==> config.mk <==
export PLATFORM = sky130hd
export DESIGN_NAME = pipeline_ctrl_flat
export DESIGN_NICKNAME = d
export VERILOG_FILES = /design/src/rtl/pipeline_ctrl_if.sv /design/src/rtl/pipeline_ctrl.sv /design/src/flat_wrapper.sv
export SDC_FILE = /design/constraint.sdc
export NUM_CORES = 1
export LEC_CHECK = 0
export ABC_AREA = 1
export BUFFER_PORTS_ARGS = -buffer_cell sky130_fd_sc_hd__buf_2
export CAP_MARGIN = 5
export CORE_MARGIN = 2
export CORE_UTILIZATION = 37
export DETAILED_ROUTE_END_ITERATION = 10
export GPL_ROUTABILITY_DRIVEN = 0
export GPL_TIMING_DRIVEN = 0
export PLACE_DENSITY = 0.87
export SYNTH_ARGS = -nofsm -noshare
export SYNTH_HDL_FRONTEND = slang
export SYNTH_SLANG_ARGS = --single-unit
==> constraint.sdc <==
create_clock -name CLK -period 2.7 [get_ports CLK]
set_input_delay 0.54 -clock CLK [delete_from_list [all_inputs] [get_ports CLK]]
set_output_delay 0.54 -clock CLK [all_outputs]
set_load 0.01 [all_outputs]
==> src/rtl/pipeline_ctrl_if.sv <==
// rtl/pipeline_ctrl_if.sv - hazard status and latch control bundle between datapath and pipeline_ctrl
interface pipeline_ctrl_if;
    logic        ihit;
    logic        dhit;
    logic [4:0]  dec_rs;
    logic [4:0]  dec_rt;
    logic        dec_uses_rt;
    logic        exe_MemRd;
    logic [4:0]  exe_rt;
    logic        mem_MemRd;
    logic        mem_MemWr;
    logic        mem_take;
    logic        mem_halt;
    logic        pc_EN;
    logic        fd_EN;
    logic        de_EN;
    logic        em_EN;
    logic        mw_EN;
    logic        fd_flush;
    logic        de_flush;
    logic        em_flush;
    logic        mw_flush;
    logic        halt;
    logic [31:0] stall_cnt;
    logic [31:0] flush_cnt;

    modport master (
        output ihit, dhit, dec_rs, dec_rt, dec_uses_rt, exe_MemRd, exe_rt,
               mem_MemRd, mem_MemWr, mem_take, mem_halt,
        input  pc_EN, fd_EN, de_EN, em_EN, mw_EN,
               fd_flush, de_flush, em_flush, mw_flush, halt, stall_cnt, flush_cnt
    );

    modport slave (
        input  ihit, dhit, dec_rs, dec_rt, dec_uses_rt, exe_MemRd, exe_rt,
               mem_MemRd, mem_MemWr, mem_take, mem_halt,
        output pc_EN, fd_EN, de_EN, em_EN, mw_EN,
               fd_flush, de_flush, em_flush, mw_flush, halt, stall_cnt, flush_cnt
    );
endinterface

==> src/rtl/pipeline_ctrl.sv <==
// rtl/pipeline_ctrl.sv - pipeline latch enable/flush control with halt sequencing
// Optional performance counters enabled by defining PIPE_PERF_CNT_EN.
module pipeline_ctrl (
    input  logic             CLK,
    input  logic             nRST,
    pipeline_ctrl_if.slave   bus
);
    typedef enum logic [1:0] {RUN = 2'd0, DRAIN = 2'd1, HALTED = 2'd2} state_t;

    state_t state;
    logic   halt_q;
    logic   mem_busy, load_use;
    logic   pc_en, fd_en, de_en, em_en, mw_en;
    logic   fd_fl, de_fl, em_fl, mw_fl;
    logic   stall_ev, flush_ev, halt_req;

    assign mem_busy = (bus.mem_MemRd | bus.mem_MemWr) & ~bus.dhit;
    assign load_use = bus.exe_MemRd & (bus.exe_rt != 5'd0) &
                      ((bus.exe_rt == bus.dec_rs) |
                       (bus.dec_uses_rt & (bus.exe_rt == bus.dec_rt)));

    // Everything is forced low while reset is asserted, independent of the clock.
    always_comb begin
        pc_en    = 1'b0;
        fd_en    = 1'b0;
        de_en    = 1'b0;
        em_en    = 1'b0;
        mw_en    = 1'b0;
        fd_fl    = 1'b0;
        de_fl    = 1'b0;
        em_fl    = 1'b0;
        mw_fl    = 1'b0;
        stall_ev = 1'b0;
        flush_ev = 1'b0;
        halt_req = 1'b0;
        if (nRST) begin
            case (state)
                RUN: begin
                    pc_en = 1'b1;
                    fd_en = 1'b1;
                    de_en = 1'b1;
                    em_en = 1'b1;
                    mw_en = 1'b1;
                    if (mem_busy) begin
                        pc_en    = 1'b0;
                        fd_en    = 1'b0;
                        de_en    = 1'b0;
                        em_en    = 1'b0;
                        mw_fl    = 1'b1;
                        stall_ev = 1'b1;
                    end else if (bus.mem_halt) begin
                        pc_en    = 1'b0;
                        fd_fl    = 1'b1;
                        de_fl    = 1'b1;
                        em_fl    = 1'b1;
                        halt_req = 1'b1;
                    end else if (bus.mem_take) begin
                        fd_fl    = 1'b1;
                        de_fl    = 1'b1;
                        em_fl    = 1'b1;
                        flush_ev = 1'b1;
                    end else if (load_use) begin
                        pc_en    = 1'b0;
                        fd_en    = 1'b0;
                        de_fl    = 1'b1;
                        stall_ev = 1'b1;
                    end else if (!bus.ihit) begin
                        pc_en    = 1'b0;
                        fd_fl    = 1'b1;
                        stall_ev = 1'b1;
                    end
                end
                DRAIN:   mw_en = 1'b1;
                default: ;
            endcase
        end
    end

    always_ff @(posedge CLK or negedge nRST) begin
        if (!nRST) begin
            state  <= RUN;
            halt_q <= 1'b0;
        end else begin
            case (state)
                RUN: if (halt_req) state <= DRAIN;
                DRAIN: begin
                    state  <= HALTED;
                    halt_q <= 1'b1;
                end
                default: begin
                    state  <= HALTED;
                    halt_q <= 1'b1;
                end
            endcase
        end
    end

`ifdef PIPE_PERF_CNT_EN
    logic [31:0] stall_q, flush_q;

    always_ff @(posedge CLK or negedge nRST) begin
        if (!nRST) begin
            stall_q <= 32'd0;
            flush_q <= 32'd0;
        end else begin
            if (stall_ev && stall_q != 32'hFFFF_FFFF) stall_q <= stall_q + 32'd1;
            if (flush_ev && flush_q != 32'hFFFF_FFFF) flush_q <= flush_q + 32'd1;
        end
    end

    assign bus.stall_cnt = stall_q;
    assign bus.flush_cnt = flush_q;
`else
    assign bus.stall_cnt = 32'd0;
    assign bus.flush_cnt = 32'd0;
`endif

    assign bus.pc_EN    = pc_en;
    assign bus.fd_EN    = fd_en;
    assign bus.de_EN    = de_en;
    assign bus.em_EN    = em_en;
    assign bus.mw_EN    = mw_en;
    assign bus.fd_flush = fd_fl;
    assign bus.de_flush = de_fl;
    assign bus.em_flush = em_fl;
    assign bus.mw_flush = mw_fl;
    assign bus.halt     = halt_q;
endmodule
==> src/flat_wrapper.sv <==
// flat-port wrapper written by rule: the top's interface ports become plain ports
module pipeline_ctrl_flat 
  (CLK, nRST, bus_ihit, bus_dhit, bus_dec_rs, bus_dec_rt, bus_dec_uses_rt, bus_exe_MemRd, bus_exe_rt, bus_mem_MemRd, bus_mem_MemWr, bus_mem_take, bus_mem_halt, bus_pc_EN, bus_fd_EN, bus_de_EN, bus_em_EN, bus_mw_EN, bus_fd_flush, bus_de_flush, bus_em_flush, bus_mw_flush, bus_halt, bus_stall_cnt, bus_flush_cnt);
  pipeline_ctrl_if bus_i ();
  input  logic CLK;
  input  logic nRST;
  input wire logic [$bits(bus_i.ihit)-1:0] bus_ihit;
  input wire logic [$bits(bus_i.dhit)-1:0] bus_dhit;
  input wire logic [$bits(bus_i.dec_rs)-1:0] bus_dec_rs;
  input wire logic [$bits(bus_i.dec_rt)-1:0] bus_dec_rt;
  input wire logic [$bits(bus_i.dec_uses_rt)-1:0] bus_dec_uses_rt;
  input wire logic [$bits(bus_i.exe_MemRd)-1:0] bus_exe_MemRd;
  input wire logic [$bits(bus_i.exe_rt)-1:0] bus_exe_rt;
  input wire logic [$bits(bus_i.mem_MemRd)-1:0] bus_mem_MemRd;
  input wire logic [$bits(bus_i.mem_MemWr)-1:0] bus_mem_MemWr;
  input wire logic [$bits(bus_i.mem_take)-1:0] bus_mem_take;
  input wire logic [$bits(bus_i.mem_halt)-1:0] bus_mem_halt;
  output wire logic [$bits(bus_i.pc_EN)-1:0] bus_pc_EN;
  output wire logic [$bits(bus_i.fd_EN)-1:0] bus_fd_EN;
  output wire logic [$bits(bus_i.de_EN)-1:0] bus_de_EN;
  output wire logic [$bits(bus_i.em_EN)-1:0] bus_em_EN;
  output wire logic [$bits(bus_i.mw_EN)-1:0] bus_mw_EN;
  output wire logic [$bits(bus_i.fd_flush)-1:0] bus_fd_flush;
  output wire logic [$bits(bus_i.de_flush)-1:0] bus_de_flush;
  output wire logic [$bits(bus_i.em_flush)-1:0] bus_em_flush;
  output wire logic [$bits(bus_i.mw_flush)-1:0] bus_mw_flush;
  output wire logic [$bits(bus_i.halt)-1:0] bus_halt;
  output wire logic [$bits(bus_i.stall_cnt)-1:0] bus_stall_cnt;
  output wire logic [$bits(bus_i.flush_cnt)-1:0] bus_flush_cnt;
  assign bus_i.ihit = bus_ihit;
  assign bus_i.dhit = bus_dhit;
  assign bus_i.dec_rs = bus_dec_rs;
  assign bus_i.dec_rt = bus_dec_rt;
  assign bus_i.dec_uses_rt = bus_dec_uses_rt;
  assign bus_i.exe_MemRd = bus_exe_MemRd;
  assign bus_i.exe_rt = bus_exe_rt;
  assign bus_i.mem_MemRd = bus_mem_MemRd;
  assign bus_i.mem_MemWr = bus_mem_MemWr;
  assign bus_i.mem_take = bus_mem_take;
  assign bus_i.mem_halt = bus_mem_halt;
  assign bus_pc_EN = bus_i.pc_EN;
  assign bus_fd_EN = bus_i.fd_EN;
  assign bus_de_EN = bus_i.de_EN;
  assign bus_em_EN = bus_i.em_EN;
  assign bus_mw_EN = bus_i.mw_EN;
  assign bus_fd_flush = bus_i.fd_flush;
  assign bus_de_flush = bus_i.de_flush;
  assign bus_em_flush = bus_i.em_flush;
  assign bus_mw_flush = bus_i.mw_flush;
  assign bus_halt = bus_i.halt;
  assign bus_stall_cnt = bus_i.stall_cnt;
  assign bus_flush_cnt = bus_i.flush_cnt;
  pipeline_ctrl u_core (.CLK(CLK), .nRST(nRST), .bus(bus_i));
endmodule
==> results of run 1 <==
-- worst max-delay path, delay by kind of cell --
| kind | cells | cell delay (ns) |
|---|---|---|
| AO/OA/AOI/OAI | 1 | 0.06 |
| buffers and inverters | 4 | 0.37 |
| AND/OR/NAND/NOR | 4 | 0.53 |
-- logic make-up (layout without fill, tap and decap cells) --
kind of cell / after synthesis / in the layout / synth area share [%]
AOI/OAI and AO/OA: 4 / 4 / 2.23
xor gates and xnor gates: 1 / 1 / 0.975
buffers and inverters: 86 / 124 / 63.1
DFF: 3 / 3 / 8.36
other: 1 / 64 / 0.417
and+or+nand+nor: 51 / 51 / 24.9
-- through the flow --
| stage | worst slack, ns | utilization, % | hold slack, ns |
|---|---|---|---|
| 2_1_floorplan | 0.802 | - | 0.244 |
| 3_3_place_gp | 0.616 | 59.4 | 0.340 |
| 3_5_place_dp | 0.622 | 59.4 | 0.340 |
| 4_1_cts | 0.621 | 60.6 | 0.0919 |
| 5_1_grt | 0.503 | 60.6 | 0.0857 |
| 6_report | 0.638 | 60.6 | 0.102 |
-- synth_stat cells --
master   count  area, sq um
a21oi_1      1         5.00
xnor2_1      1         8.76
buf_4       65          488
or2_2        1         6.26
inv_2        3         11.3
nor2_4       1         11.3
dfrtp_1      3         75.1
o21ai_0      3         15.0
inv_1       18         67.6
nor4_1       1         6.26
nand4_1      1         6.26
nand2_1     32          120
nor3_4       1         16.3
nor2_2       1         6.26
nor2_1      11         41.3
conb_1       1         3.75
nand3_1      2         10.0
-- final cells by class --
cell class,count,area [sq um],area share (%)
plain buffers,65,488,35.7
flip-flops and latches,3,75.1,5.49
multi-input cells,120,493,36.1
well taps,28,35.0,2.56
repair buffers,34,170,12.5
inverters,21,78.8,5.77
clock buffers,4,26.3,1.92
-- sequential cells by signal, summed over array words and instances, names as in the netlist --
register / cells
u_core.bus.halt: 1
u_core.state: 2
-- routing by layer --
layer | up-vias | part of all wire [%]
met5 | - | 0
met4 | 0 | 0
met3 | 0 | 15
met2 | 57 | 52
met1 | 365 | 32
li1 | 502 | -
-- worst max-delay path by stage --
stage                        from  depth (start not counted)      endpoint
detailed placement  bus_mem_MemWr                          9  bus_de_flush
floorplan           bus_mem_MemWr                          5  bus_de_flush
finish              bus_mem_MemWr                          9  bus_de_flush
global route        bus_mem_MemWr                          9  bus_de_flush
global placement    bus_mem_MemWr                          9  bus_de_flush
CTS                 bus_mem_MemWr                          9  bus_de_flush
-- power by group through the flow --
| stage | Sequential [uW] | Clock [uW] | Combinational, uW |
|---|---|---|---|
| 2_1_floorplan | 51.9 | 0 | 158 |
| 3_3_place_gp | 52.0 | 0 | 195 |
| 3_5_place_dp | 52.4 | 0 | 197 |
| 4_1_cts | 51.8 | 81.0 | 197 |
| 5_1_grt | 52.2 | 86.3 | 224 |
| 6_report | 52.4 | 77.4 | 202 |
-- layout by cell type, fill, tap and decap left out --
| cell type | count |
|---|---|
| inv_2 | 3 |
| nand4_1 | 1 |
| conb_1 | 64 |
| nor2_1 | 11 |
| a21oi_1 | 1 |
| or2_2 | 1 |
| nand2_1 | 32 |
| clkbuf_1 | 1 |
| xnor2_1 | 1 |
| buf_4 | 65 |
| nor3_4 | 1 |
| inv_1 | 18 |
| dfrtp_1 | 3 |
| nand3_1 | 2 |
| nor2_2 | 1 |
| nor4_1 | 1 |
| buf_2 | 34 |
| o21ai_0 | 3 |
| nor2_4 | 1 |
| clkbuf_4 | 3 |
==> results.yml, run 1 <==
synth:
  ys_ff_latch: 3
  post_synth.cell_area_avg_sq_um: 6.15
  ys_warn_count: 0
  seq_area_frac_synth_pct: 8.36
  synthDistinctLibCells: 17
  syn_area_sq_um: 898
  synthCells: 146
final_layout:
  nets: 273
  n_antenna_cell: 0
  syn_to_final_growth_pct: 52.1
  fin_cells: 275
  finalInstanceArea_sq_um: 1370
  fill_cells: 222
  final_layout_size_suffix_gt1_share_pct: 44.1
floorplan:
  die-area_sq_um: 2840
  coreArea_sq_um: 2250
  start_util_pct: 39.8
  die_width_microns: 53.3
  boundaryPins: 99
  fp-row-count: 17
  dieHeight_microns: 53.3
routing:
  drc: 0
  vias: 924
  drtPass1Iterations: 4
  vias_per_cell: 3.36
  dr.first_iter.drc_count: 8
  wl_per_cell_microns: 6.75
  final_antenna_net_count: 0
  wl_microns: 1860
placement:
  placed_area_sq_um: 1340
  port_buffers: 34
  dp_cells: 271
  dpl.hpwl_microns: 1700
global_route:
  use_met2_pct: 24.1
  use_met3_pct: 3.67
  antenna_found_initial: 0
  grt_use_total_pct: 11.9
  grt_use_met1_pct: 9.71
  grt_busiest_layer: "met2"
  grt-ovfl-total: 0
  grt_pass1_vias: 641
  grt_max_degree: 6
  grt_pass1_wl_microns: 2430
worst_setup_path:
  slowest_delay_ns: 0.21
  slowest_stage: "nor3_4"
  r2r_end: "u_core.state[0]"
  crit_chain: "buf_2 > nor2_1 > nor2_1 > nor3_4 > inv_2 > nor2_4 > inv_2 > o21ai_0 > buf_2"
  start_kind: "input port"
  r2r.worst_path.cells: 5
  endpoint_kind: "output pin"
  criticalPathCategory: "input port to output pin"
  arrival_ns: 1.52
  r2r_slack_ns: 1.60
  path_max_fanout: 5
  r2r-start: "u_core.state[1]"
  worst-endpoint-required_ns: 2.16
timing:
  tns_ns: 0
  final_hold_viol_count: 0
  fmax_ghz: 0.485
  setup-violations-final: 0
  fin_crit_ns: 2.06
  rsz0062_at_grt: "no"
  period_share_pct: 76.4
  skew_ns: 0.00119
  drv_slew: 0
power_and_ir_drop:
  power.leakage_uw: 0.000993
  clkPwrFrac_pct: 23.3
  p_seq_share_pct: 15.8
  p_sw_share_pct: 38.9
  p_switching_uw: 129
  intPower_uw: 203
  power_density_nw_per_um2: 243
  combPwrFrac_pct: 60.9
  finalPower_uw: 332
  irDropWorstVdd_mv: 0.162
clocking:
  clock_latency_ns: 0.23
  clock-sinks: 3
  cts_inserted_buffers: 3
  post_cts_buffers: 0
  clockBufferDepth: 2
  cts_tree: "yes"
  htreeDepth: 1
  root_buffer: "clkbuf_4"
  clk_pin_slew_worst_paths_ns: 0.04
  holdBufCountCts: 0
  cts_resized: 0
outcome:
  status: "completed"
run:
  drv_cap: 0
hold_path:
  hp-class: "input port to asynchronous set/reset pin"
Power figures use the tool's default switching activity.
==> run 2, diff against run 1 <==
- CORE_UTILIZATION: 37 -> 31
- PLACE_DENSITY: 0.87 -> 0.78
- clock period: 2.7 -> 1.87 ns (I/O delays scaled with it)
==> run 2 against run 1 <==
Effect of this change:
- combinational power increased by 54%
- highest routed layer unchanged
- critical path depth fell by 1
- sequential share of layout area down 0.23 points
- wire length down 0.92%
- global-route usage shrank 2.9 points
- via count decreased by 2.2%
- hold slack better by 0.30 ns
- die area is 18% higher
- register-to-register slack got worse by 0.99 ns
- non-clock buffer count grew 7
- critical endpoint unchanged
==> results.yml, run 2 (synthesis gave the netlist of run 1 again) <==
final_layout:
  finalInstanceArea_sq_um: 1430
  final_common_cell: "buf_4"
  largest_reg_flops: 2
  syn_to_final_growth_pct: 58.6
  n_antenna_cell: 0
  nets: 280
  layout_common_cells: "buf_4, conb_1, buf_2"
  fin_cells: 285
  largest_register: "u_core.state"
  final_layout_size_suffix_gt1_share_pct: 45.3
timing:
  whs_ns: 0.401
  tns_ns: 0
  final_hold_viol_count: 0
  drv_slew: 0
  period_share_pct: 97.1
  fmax_ghz: 0.550
  fin_crit_ns: 1.82
  rsz0062_at_grt: "yes"
  setup-violations-final: 0
  skew_ns: 0.00744
worst_setup_path:
  r2r_end: "u_core.state[0]"
  start_kind: "flip-flop"
  arrival_ns: 1.44
  r2r-start: "u_core.state[1]"
  r2r_slack_ns: 0.61
  endpoint_kind: "output pin"
  path_max_fanout: 5
  slowest_stage: "dfrtp_1"
  worst-endpoint-required_ns: 1.50
  r2r.worst_path.cells: 7
  slowest_delay_ns: 0.38
  crit_chain: "nor2_2 > inv_2 > nor3_4 > inv_2 > nor2_4 > inv_2 > o21ai_1 > buf_2"
  criticalPathCategory: "flip-flop to output pin"
  crit_top_cell: "inv_2"
power_and_ir_drop:
  intPower_uw: 310
  combPwrFrac_pct: 62.0
  power_density_nw_per_um2: 352
  clkPwrFrac_pct: 23.1
  irDropWorstVdd_mv: 0.272
  p_sw_share_pct: 38.3
  power.leakage_uw: 0.00102
  p_seq_share_pct: 15.0
  p_switching_uw: 193
  finalPower_uw: 502
hold_path:
  hold_path_depth: 3
  holdPathEnd: "u_core.state[0]"
  hold_start: "bus_mem_halt"
  hp-class: "input port to flip-flop"
routing:
  wl_per_cell_microns: 6.45
  dr.first_iter.drc_count: 19
  vias: 904
  final_antenna_net_count: 0
  drtPass1Iterations: 4
  wl_microns: 1840
  vias_per_cell: 3.17
  drc: 0
global_route:
  grt_use_total_pct: 8.97
  grt_pass1_wl_microns: 2450
  antenna_found_initial: 0
  grt_pass1_vias: 682
  grt-ovfl-total: 0
  grt_max_degree: 6
clocking:
  cts_inserted_buffers: 3
  clk_pin_slew_worst_paths_ns: 0.04
  clock_latency_ns: 0.23
  clock-sinks: 3
  htreeDepth: 1
  cts_tree: "yes"
  root_buffer: "clkbuf_4"
  clockBufferDepth: 2
floorplan:
  die-area_sq_um: 3340
  fp-row-count: 19
  dieHeight_microns: 57.8
  die_width_microns: 57.8
  coreArea_sq_um: 2760
  boundaryPins: 99
  start_util_pct: 32.6
run:
  drv_cap: 0
placement:
  placed_area_sq_um: 1340
  port_buffers: 34
  dp_cells: 274
  dpl.hpwl_microns: 1620
outcome:
  status: "completed"
## run 2: cell types whose count changed in the layout (fill, tap and decap cells not counted)
cell,change
buf_4,+6
dlygate4sd3_1,+1
o21ai_0,-1
o21ai_1,+1
## run 2: worst max path at each step
stage	from	to	slack, ns	cells after the start
after global placement	bus_mem_MemWr	bus_de_flush	0.11	9
after CTS	u_core.state[0]	bus_de_flush	-0.008	8
after detailed placement	bus_mem_MemWr	bus_de_flush	0.11	9
after floorplan	u_core.state[1]	bus_de_flush	0.29	5
final	u_core.state[1]	bus_de_flush	0.05	8
after global routing	u_core.state[1]	bus_de_flush	-0.07	8
## run 2: metal layers
| metal | wire length [microns] | part of all wire [%] | vias to the layer above | global-route usage, % |
|---|---|---|---|---|
| met3 | 252 | 14 | 0 | 0.446 |
| li1 | - | - | 514 | - |
| met2 | 961 | 52 | 56 | 18.5 |
| met5 | 0 | 0 | - | 0 |
| met1 | 624 | 34 | 334 | 8.98 |
| met4 | 0 | 0 | 0 | 3.99 |
## run 2: stage by stage
step / setup slack [ns] / utilization [%]
2_1_floorplan: 0.294 / -
3_3_place_gp: 0.106 / 48.7
3_5_place_dp: 0.112 / 48.7
4_1_cts: -0.00784 / 50.6
5_1_grt: -0.0694 / 51.7
6_report: 0.0533 / 51.7
## run 2: cell type report
type / instances / area, sq um
Fill cell: 285 / 1330
Sequential cell: 3 / 75.1
Tap cell: 31 / 38.8
Inverter: 21 / 78.8
Timing Repair Buffer: 41 / 225
Clock buffer: 4 / 26.3
Multi-Input combinational cell: 120 / 493
Buffer: 65 / 488
## run 2: repair_timing
item / in CTS / in global routing
pin swaps: 2 / 2
endpoints found under the setup margin: 2 / 4
endpoints found under the hold margin: 3 / 0
setup buffers: 2 / 4
resized for setup: 1 / 0
hold buffers: 1 / 0
## run 2: worst max-delay path, delay by kind of cell (launching register included)
| family | cells | cell delay, ns |
|---|---|---|
| buffers and inverters | 4 | 0.34 |
| AO/OA/AOI/OAI | 1 | 0.07 |
| flip-flops | 1 | 0.38 |
| AND/OR/NAND/NOR | 3 | 0.42 |
## run 2: power by group through the flow
stage / logic (uW) / clock network, uW / registers [uW]
global placement: 282 / 0 / 75.2
detailed placement: 284 / 0 / 75.3
global route: 344 / 127 / 75.3
CTS: 291 / 114 / 74.6
floorplan: 229 / 0 / 74.9
finish: 311 / 116 / 75.1
==> run 3, diff against run 2 <==
- CELL_PAD_IN_SITES_DETAIL_PLACEMENT: default -> 1
- CELL_PAD_IN_SITES_GLOBAL_PLACEMENT: default -> 2
- CORE_UTILIZATION: 31 -> 13
- PLACE_DENSITY: 0.78 -> 0.77
==> run 3 against run 2 <==
Effect of this change:
- final area grew 3.7%
- sequential power is essentially flat
- total power grew 12%
- clock skew shrank 0.0038 ns
- worst setup slack gained 0.028 ns
- largest power group unchanged
- largest cell class unchanged
- global-route usage shrank 3.6 points
==> results.yml, run 3 (synthesis gave the netlist of run 1 again) <==
routing:
  wl_per_cell_microns: 7.01
  vias_per_cell: 2.91
  vias: 960
  drtPass1Iterations: 3
  wl_microns: 2310
  final_antenna_net_count: 0
  dr.first_iter.drc_count: 3
  drc: 0
clocking:
  cts_tree: "yes"
  htreeDepth: 1
  clock_latency_ns: 0.21
  clk_pin_slew_worst_paths_ns: 0.03
  root_buffer: "clkbuf_8"
  cts_inserted_buffers: 3
  clock-sinks: 3
  clockBufferDepth: 2
worst_setup_path:
  path_max_fanout: 4
  endpoint_kind: "output pin"
  r2r_end: "u_core.state[0]"
  r2r_slack_ns: 0.75
  criticalPathCategory: "flip-flop to output pin"
  arrival_ns: 1.41
  r2r.worst_path.cells: 6
  r2r-start: "u_core.state[1]"
  worst-endpoint-required_ns: 1.50
  startpoint: "u_core.state[1]"
  start_kind: "flip-flop"
final_layout:
  final_common_cell: "buf_4"
  largest_register: "u_core.state"
  nets: 276
  largest_reg_flops: 2
  syn_to_final_growth_pct: 64.5
  fin_cells: 330
  final_layout_size_suffix_gt1_share_pct: 44.8
  layout_common_cells: "buf_4, conb_1, buf_2"
  n_antenna_cell: 0
floorplan:
  boundaryPins: 99
  die_width_microns: 87.1
  fp-row-count: 30
  coreArea_sq_um: 6760
  dieHeight_microns: 87.1
  start_util_pct: 13.3
  die-area_sq_um: 7590
timing:
  drv_slew: 0
  skew_ns: 0.00366
  fmax_ghz: 0.559
  setup-violations-final: 0
  period_share_pct: 95.7
  final_hold_viol_count: 0
  fin_crit_ns: 1.79
placement:
  port_buffers: 34
  dp_cells: 323
  dpl.hpwl_microns: 2160
power_and_ir_drop:
  power.leakage_uw: 0.00101
  finalPower_uw: 562
  irDropWorstVdd_mv: 0.136
  power_density_nw_per_um2: 380
outcome:
  status: "completed"
hold_path:
  hp-class: "input port to flip-flop"
  hold_start: "bus_mem_halt"
  hold_path_depth: 3
  holdPathEnd: "u_core.state[0]"
global_route:
  grt-ovfl-total: 0
  grt_pass1_wl_microns: 3330
  grt_use_total_pct: 5.35
  grt_max_degree: 6
  antenna_found_initial: 0
  grt_pass1_vias: 826
run:
  drv_cap: 0
run 3: critical path, stage by stage, from the launching register on:
cell and delay (ns):
dfrtp_1 0.37, nor2_2 0.12, inv_2 0.06, nor3_4 0.19
inv_2 0.09, nor2_4 0.10, inv_2 0.05, o21ai_0 0.06
buf_2 0.16
run 3: how the worst max path moves through the flow:
| stage | slack [ns] | to |
|---|---|---|
| floorplan | 0.29 | bus_de_flush |
| global placement | 0.07 | bus_fd_flush |
| detailed placement | 0.05 | bus_fd_flush |
| CTS | 0.02 | bus_fd_flush |
| global route | -0.005 | bus_fd_flush |
| finish | 0.08 | bus_fd_flush |
run 3: layout make-up:
type / instances / area (sq um)
timing repair buffer: 37 / 195
tap: 80 / 100
multi-input combinational: 120 / 495
fill: 855 / 5280
clock buffer: 4 / 45.0
inverter: 21 / 78.8
sequential: 3 / 75.1
buffer: 65 / 488
run 3: metal layers:
layer	track usage, %	routed length, microns	part of all wire, %
met2	10.1	1240	54
met5	0	0	0
met1	5.44	765	33
met3	1.71	284	12
met4	2.10	19	0.82
run 3: power breakdown:
group / internal, uW / switching (uW) / leakage [uW]
registers: 71.2 / 3.59 / 0.0000325
logic: 148 / 155 / 0.000959
clock network: 145 / 39.4 / 0.0000228
total: 364 / 198 / 0.00101
run 3: stage by stage:
step | cell area [sq um] | setup WS [ns] | util [%] | TNS (ns) | hold WS (ns)
3_3_place_gp | 1410 | 0.0736 | 20.8 | 0 | 0.177
2_1_floorplan | 1130 | 0.294 | - | 0 | 0.0784
4_1_cts | 1460 | 0.0234 | 21.6 | 0 | 0.414
6_report | 1480 | 0.0812 | 21.9 | 0 | 0.408
5_1_grt | 1480 | -0.00489 | 21.9 | -0.00489 | 0.452
3_5_place_dp | 1410 | 0.0454 | 20.8 | 0 | 0.176
run 3: what timing repair did:
action,in CTS,in global routing
setup endpoints to repair,2,4
gates resized for setup,0,3
pin swaps,1,0
hold buffers,1,0
endpoints found under the hold margin,3,0
buffers inserted,0,2
